$ cat config.mk
export PLATFORM = sky130hd
export DESIGN_NAME = quad_encoder_gen
export DESIGN_NICKNAME = d
export VERILOG_FILES = /design/src/rtl/quad_encoder_gen.sv
export SDC_FILE = /design/constraint.sdc
export NUM_CORES = 1
export LEC_CHECK = 0
export CAP_MARGIN = 20
export CELL_PAD_IN_SITES_DETAIL_PLACEMENT = 1
export CELL_PAD_IN_SITES_GLOBAL_PLACEMENT = 1
export CORE_ASPECT_RATIO = 2
export CORE_UTILIZATION = 50
export DETAILED_ROUTE_END_ITERATION = 8
export DONT_BUFFER_PORTS = 1
export GPL_TIMING_DRIVEN = 0
export PLACE_DENSITY = 0.82
export SLEW_MARGIN = 20
export SYNTH_ARGS = -nofsm -noshare
export SYNTH_HDL_FRONTEND = slang
export SYNTH_SLANG_ARGS = --single-unit
$ cat constraint.sdc
create_clock -name CLK -period 3.8 [get_ports CLK]
set_input_delay 0.19 -clock CLK [delete_from_list [all_inputs] [get_ports CLK]]
set_output_delay 0.19 -clock CLK [all_outputs]
set_load 0.03 [all_outputs]
$ cat src/rtl/quad_encoder_gen.sv
// Rotary-encoder emulator: emits Count_I Gray-coded A/B detents in direction Dir_I; outputs registered, first phase one cycle after the handshake.
// Ready_O is high only in IDLE; requests arriving while a command runs are ignored, never queued.
module quad_encoder_gen #(
   parameter int unsigned PHASE_CYC = 4,
   parameter int unsigned GAP_CYC   = 8
) (
   input  logic       CLK,
   input  logic       RST,
   input  logic       Req_I,
   input  logic [1:0] Dir_I,
   input  logic [7:0] Count_I,
   output logic       Ready_O,
   output logic       SIA,
   output logic       SIB,
   output logic       Busy_O,
   output logic       Step_O,
   output logic       Done_O,
   output logic       Err_O,
   output logic [7:0] Remain_O
);

   typedef enum logic [2:0] {IDLE, PH1, PH2, PH3, PH4, GAP, DONE} state_t;

   localparam logic [15:0] PH_LOAD  = 16'(PHASE_CYC - 1);
   localparam logic [15:0] GAP_LOAD = 16'(GAP_CYC - 1);

   state_t      state_q, state_d;
   logic [15:0] timer_q, timer_d;
   logic [7:0]  remain_q, remain_d;
   logic [1:0]  dir_q, dir_d;
   logic        err_d;
   logic [1:0]  ab_d;
   logic        step_d;
   logic        sia_q, sib_q, step_q, err_q;

   always_ff @(posedge CLK) begin
      if (RST) begin
         state_q  <= IDLE;
         timer_q  <= '0;
         remain_q <= '0;
         dir_q    <= '0;
         sia_q    <= 1'b1;
         sib_q    <= 1'b1;
         step_q   <= 1'b0;
         err_q    <= 1'b0;
      end else begin
         state_q  <= state_d;
         timer_q  <= timer_d;
         remain_q <= remain_d;
         dir_q    <= dir_d;
         sia_q    <= ab_d[1];
         sib_q    <= ab_d[0];
         step_q   <= step_d;
         err_q    <= err_d;
      end
   end

   always_comb begin
      state_d  = state_q;
      timer_d  = timer_q;
      remain_d = remain_q;
      dir_d    = dir_q;
      err_d    = 1'b0;
      case (state_q)
         IDLE: begin
            if (Req_I) begin
               dir_d    = Dir_I;
               remain_d = Count_I;
               if (Dir_I == 2'b00 || Dir_I == 2'b11) begin
                  state_d = DONE;
                  err_d   = 1'b1;
               end else if (Count_I == 8'd0) begin
                  state_d = DONE;
               end else begin
                  state_d = PH1;
                  timer_d = PH_LOAD;
               end
            end
         end
         PH1, PH2, PH3: begin
            if (timer_q == 16'd0) begin
               timer_d = PH_LOAD;
               case (state_q)
                  PH1:     state_d = PH2;
                  PH2:     state_d = PH3;
                  default: state_d = PH4;
               endcase
            end else begin
               timer_d = timer_q - 16'd1;
            end
         end
         PH4: begin
            if (timer_q == 16'd0) begin
               remain_d = remain_q - 8'd1;
               if (remain_q == 8'd1) begin
                  state_d = DONE;
               end else if (GAP_CYC != 0) begin
                  state_d = GAP;
                  timer_d = GAP_LOAD;
               end else begin
                  state_d = PH1;
                  timer_d = PH_LOAD;
               end
            end else begin
               timer_d = timer_q - 16'd1;
            end
         end
         GAP: begin
            if (timer_q == 16'd0) begin
               state_d = PH1;
               timer_d = PH_LOAD;
            end else begin
               timer_d = timer_q - 16'd1;
            end
         end
         DONE:    state_d = IDLE;
         default: state_d = IDLE;
      endcase
   end

   // Outputs are decoded from the next state so the A/B pins come straight off flops.
   always_comb begin
      ab_d   = 2'b11;
      step_d = (state_d == PH4) && (state_q != PH4);
      case (state_d)
         PH1:     ab_d = (dir_d == 2'b01) ? 2'b10 : 2'b01;
         PH2:     ab_d = 2'b00;
         PH3:     ab_d = (dir_d == 2'b01) ? 2'b01 : 2'b10;
         default: ab_d = 2'b11;
      endcase
   end

   assign SIA      = sia_q;
   assign SIB      = sib_q;
   assign Step_O   = step_q;
   assign Err_O    = err_q;
   assign Ready_O  = (state_q == IDLE);
   assign Busy_O   = (state_q != IDLE);
   assign Done_O   = (state_q == DONE);
   assign Remain_O = remain_q;

endmodule

# After elaboration in Yosys (flattened, before gate mapping)
# Cells that the tools add are included.
# totals
register_bits	33
inputBits	13
# classes
n_addsub	2
n_eq_ne	19
n_mux	25
bitwise_logic	2
n_reduce_logical	14
# ops
op	n
$mux W16	6
$pmux W16 S3	1
$mux W3	6
$logic_not A16 Y1	1
$mux W8	2
$pmux W8 S2	1
$sub A16 B1 Y16 const B	1
$eq A3 B2 Y1 const B	4
$eq A3 B3 Y1 const B	4
$pmux W3 S4	1
$mux W2	5
$eq A8 B1 Y1 const B	1
$logic_not A8 Y1	1
$ne A2 B2 Y1 const B	4
$sub A8 B1 Y8 const B	1
$eq A3 B1 Y1 const B	2
$ne A3 B3 Y1 const B	2
$pmux W2 S3	1
$pmux W3 S2	1
$reduce_bool A3 Y1	2
$reduce_or A3 Y1	2
$reduce_and A5 Y1	1
$reduce_or A4 Y1	1
$logic_not A3 Y1	1
9 further kinds	10

# Longest topological paths before layout
# depth
depth_word	7
depth_mapped	9

# Worst setup path after synthesis
# Ideal clock, no wire load.
# synth_path
path_type	reg2reg
start	register state_q[0]
end	register step_q, in the netlist Step_O
setup_time_ns	0.060
arrival_ns	2.159
required_time_ns	3.740
setup_slack_ns	1.581
path_stages_with_launch	8
n_path_buf	0
synth_period_minus_slack_ns	2.219
cell_sequence	dfxtp_1 -> or3_1 -> inv_1 -> nand2_1 -> nor2_1 -> nor2_1 -> a2111oi_2 -> and3_1
# synth_via
elab_cells_between_ends	16
# synth_lines
element	line	source
start: declaration	27	state_t state_q, state_d;
start signal: assignment	47	state_q <= state_d;
$logic_not A3 Y1	-	
named net Ready_O	12	output logic Ready_O,
$pmux W3 S4	64	case (state_q)
$eq A3 B3 Y1	124	step_d = (state_d == PH4) && (state_q != PH4);
$logic_and A1 B1 Y1	124	
end signal: assignment	53	step_q <= step_d;
end: declaration	34	logic sia_q, sib_q, step_q, err_q;
# The timed path passes the listed nets, and every way through them passes these cells.
# A chain may end at the register's enable or synchronous reset.

# Final worst setup path
# layout_path
start	register state_q[0]
end	register remain_q[1], in the netlist Remain_O[1]
# layout_via
elab_chain_cells	3
elab_cells_between_ends	7
# layout_rtl
element	line	source
$logic_not A3 Y1 (*)	-	
named net Ready_O	12	
$ne A2 B2 Y1 (no source line) / $reduce_bool A2 Y1 (equally long branches)	-	
$reduce_and A3 Y1 (no source line)	-	
end signal: assignment	49	remain_q <= remain_d;
end: declaration	29	logic [7:0] remain_q, remain_d;
# The timed path passes the listed nets; every way through them passes the cells marked *.

==> results by stage <==
Status:
- The flow ran to the end, and the final reports show no timing, DRC or antenna violations.

STA:
- Setup violations remaining at the end of the flow were counted as 0.
- In the final timing run, aggregate negative setup slack is 0 ns.
- The slew of the pin with the lowest slew margin is ~0.7 ns.
- The tightest hold path in the finished design has a slack of ~0.038 ns.
- Of the available clock period, the critical path in the final layout requires 69.5%.
- The number of hold-slack violations in the final timing report is 0.
- The maximum clock frequency is between 0.3 and 0.4 GHz.
- The time the final worst path needs with I/O delays and setup is 2.64 ns.
- Setup repair after global routing left no endpoint under its margin.
- The final number of max-transition violations was 0.
- Measured against its own limit, the worst slew margin works out to 53.2%.
- Between clock sinks in the finished design, the worst skew comes to 0.00773 ns.

GRT:
- The initial antenna violation count came to 0.
- The residual overflow from global routing is 0.
- In the global route stage, overall resource usage came out at 30.5%.
- The first-pass GRT wire length is 8770 µm.
- The maximum number of pins on one net before global-route repair is 11.
- The via count of the first global-routing pass is 1905.

Synth:
- The netlist area before placement is 1890 µm².
- The synthesized netlist contains between 40 and 50 unique library cells.
- The synthesized design contains 33 register bits.
- The number of enable-type register cells in the synthesized netlist is 0.
- Counting every net in the synthesized netlist gives 247.
- The number of instances in the synthesized netlist is 230.
- Of all flip-flops after synthesis, the portion carrying an async set or reset was 0%.
- The dominant cell type by area after synthesis is sky130_fd_sc_hd__dfxtp_1.
- Sorting the synthesized cells by area gives the leading types as sky130_fd_sc_hd__dfxtp_1 (35%), sky130_fd_sc_hd__nor2_1 (7.1%), sky130_fd_sc_hd__xnor2_1 (6.5%).
- The area share of the leading cell type in the synthesized netlist is 34.9%.
- The top flip-flop cell by instance count after synthesis is sky130_fd_sc_hd__dfxtp_1.
- The Yosys step of the flow raised 0 warnings.
- The share of the yosys chip area belonging to registers is 34.9%.
- The average instance in the mapped netlist occupies 8.23 µm².

Min path:
- Counting instances, the worst hold path has a depth of 2.
- The tightest min-delay check is of the input pin to flop type.

CTS:
- Buffers added to address setup during post-CTS repair amount to 0.
- For the worst-skew pair, the clock arrives at the later sink with an insertion delay of roughly 0.30 ns.
- The H-tree was split into 2 levels.
- The clock drives 33 sinks.
- The post-CTS resize count is 0.
- In this run the clock root is driven by a sky130_fd_sc_hd__clkbuf_8.
- No sink is reached through more buffers than the 2 on the longest clock path.
- Buffers inserted to repair hold after CTS numbered 1.
- The TritonCTS clock tree is done.
- After clock tree synthesis, the clock-pin slew on the worst setup and hold paths is 0.08 ns.
- In this run, CTS created clock tree buffers numbering 5.

Setup path:
- In this run the worst path has a maximum fanout of 10.
- The kind of end point of the critical path is a flop.
- The category of the critical setup timing path is flop to flop.
- Counting cells, the worst reg-to-reg path comes to 7.
- The arrival time of the worst setup path is around 2.9 ns.
- The startpoint type of the worst setup path is a flop.
- Data on the critical path is required at its endpoint by roughly 4.0 ns.

Final layout:
- The register cell area after layout is 661 µm².
- The most common cell after layout, fill and taps aside is sky130_fd_sc_hd__nor2_1.
- The top cell types in the final layout, fill and taps aside, are sky130_fd_sc_hd__nor2_1 (36), sky130_fd_sc_hd__dfxtp_1 (33), sky130_fd_sc_hd__nand2_1 (15).
- The net count reported at finish is 255.
- Once layout is complete, the utilization of the core stands at a little under three fifths.
- The total of fill cells in the finished design is 452.
- The layout overhead on the synthesized area is 9.12%.
- The post-route netlist has 7.95% of its cells at a drive strength greater than 1.
- 0 antenna diodes ended up in the layout.
- The combined area of the multi-input logic cells is approximately 1200 µm².
- The final non-filler cell total is 288.

Floorplanning:
- The die outline area is a little over 4000 µm².
- In this run the count of I/O pins placed on the die edge is 28.
- The initial utilization of the core area, before any placement, comes to 52.5%.
- The site row count is 31.
- The die boundary height is just under 90 µm.
- The die boundary width is 45.5 µm.
- The core region is 3610 µm².

Detailed routing:
- The detailed router finished its first iteration with 61 violations.
- The total via count in the routed design is 1799.
- The routed via count divided by cell count is 6.25.
- The first detailed-routing pass took 4 iterations.
- The remaining routing DRC violations is 0.
- The number of nets with antenna violations after detailed routing is 0.
- The routed wire length per instance is 19.7 µm.
- Wires add up to 5680 µm.

Placement:
- Summed over all nets, the half-perimeter wirelength after detailed placement is 4390 µm.
- Input and output buffers added on the ports amount to 0.
- Including well taps, the total number of placed cells is 279.
- The routability-driven placement congestion ratio is 0.793.

Run:
- The tool flagged a number of max-cap violations equal to 0.
[final cells by class]
cell class	count	area share (%)
Multi-Input combinational cell	179	55.7
Sequential cell	33	32.0
Clock buffer	7	4.66
Tap cell	49	2.97
Buffer	11	2.67
Inverter	7	1.27
Timing Repair Buffer	1	0.485
Clock inverter	1	0.242
[Yosys cell counts (2+ instances only)]
cell type,instances
sky130_fd_sc_hd__a211oi_1,3
sky130_fd_sc_hd__a21oi_1,10
sky130_fd_sc_hd__a22oi_1,7
sky130_fd_sc_hd__and2_1,2
sky130_fd_sc_hd__and3_1,2
sky130_fd_sc_hd__and4_1,2
sky130_fd_sc_hd__buf_2,2
sky130_fd_sc_hd__clkbuf_1,6
sky130_fd_sc_hd__dfxtp_1,33
sky130_fd_sc_hd__ha_1,4
sky130_fd_sc_hd__inv_1,7
sky130_fd_sc_hd__mux2i_1,2
sky130_fd_sc_hd__nand2_1,15
sky130_fd_sc_hd__nand2b_1,3
sky130_fd_sc_hd__nand3_1,5
sky130_fd_sc_hd__nor2_1,36
sky130_fd_sc_hd__nor2b_1,2
sky130_fd_sc_hd__nor3_1,12
sky130_fd_sc_hd__nor3b_1,4
sky130_fd_sc_hd__nor4_1,9
sky130_fd_sc_hd__nor4b_1,4
sky130_fd_sc_hd__nor4b_4,2
sky130_fd_sc_hd__o21ai_0,8
sky130_fd_sc_hd__o31ai_1,4
sky130_fd_sc_hd__o41ai_1,3
sky130_fd_sc_hd__or3_1,5
sky130_fd_sc_hd__or4_1,3
sky130_fd_sc_hd__xnor2_1,14
[cells by family after synthesis]
group / Yosys count / share of synthesized area [%]
compound gates: 46 / 17.5
xor+xnor: 15 / 6.94
fa+ha+maj: 4 / 2.64
buf+inv: 18 / 4.30
flops: 33 / 34.9
mux: 2 / 1.06
simple gates: 112 / 32.7
[layer usage]
| layer | vias up | GRT usage [%] | share of wire [%] |
|---|---|---|---|
| li1 | 852 | - | - |
| met1 | 884 | 24.3 | 32 |
| met2 | 44 | 60.9 | 60 |
| met3 | 19 | 6.06 | 2.9 |
| met4 | 0 | 19.3 | 4.1 |
| met5 | - | 0 | 0 |
[path summary, 6_finish.rpt]
path	to	slack [ns]	start
max	Remain_O[1]	1.16	state_q[0]
max reg2reg	Remain_O[1]	1.16	state_q[0]
min reg2reg	dir_q[1]	0.49	dir_q[1]
min	dir_q[1]	0.04	Dir_I[1]
[flip-flops by register name (all words and copies together) (netlist names)]
signal	cells
Err_O	1
Remain_O	8
SIA	1
SIB	1
Step_O	1
dir_q	2
state_q	3
timer_q	16
[stage by stage]
stage / setup WS, ns / cell area, µm²
finish: 1.16 / 2070
global route: 1.02 / 2070
CTS: 1.16 / 2070
detailed placement: 1.17 / 1950
global placement: 1.23 / 1950
floorplan: 1.58 / 1890
[critical path, stage by stage, from the launching register on]
cell and delay [ns]:
sky130_fd_sc_hd__dfxtp_1 0.38, sky130_fd_sc_hd__or3_1 0.58, sky130_fd_sc_hd__inv_1 0.39, sky130_fd_sc_hd__nand2_1 0.27, sky130_fd_sc_hd__o31ai_1 0.26, sky130_fd_sc_hd__buf_2 0.35
sky130_fd_sc_hd__nor2_1 0.06, sky130_fd_sc_hd__a211oi_1 0.26
Power is left out: the tool's default activity adds up to more than one toggle a clock period on the data nets, which glitch-free logic cannot reach.
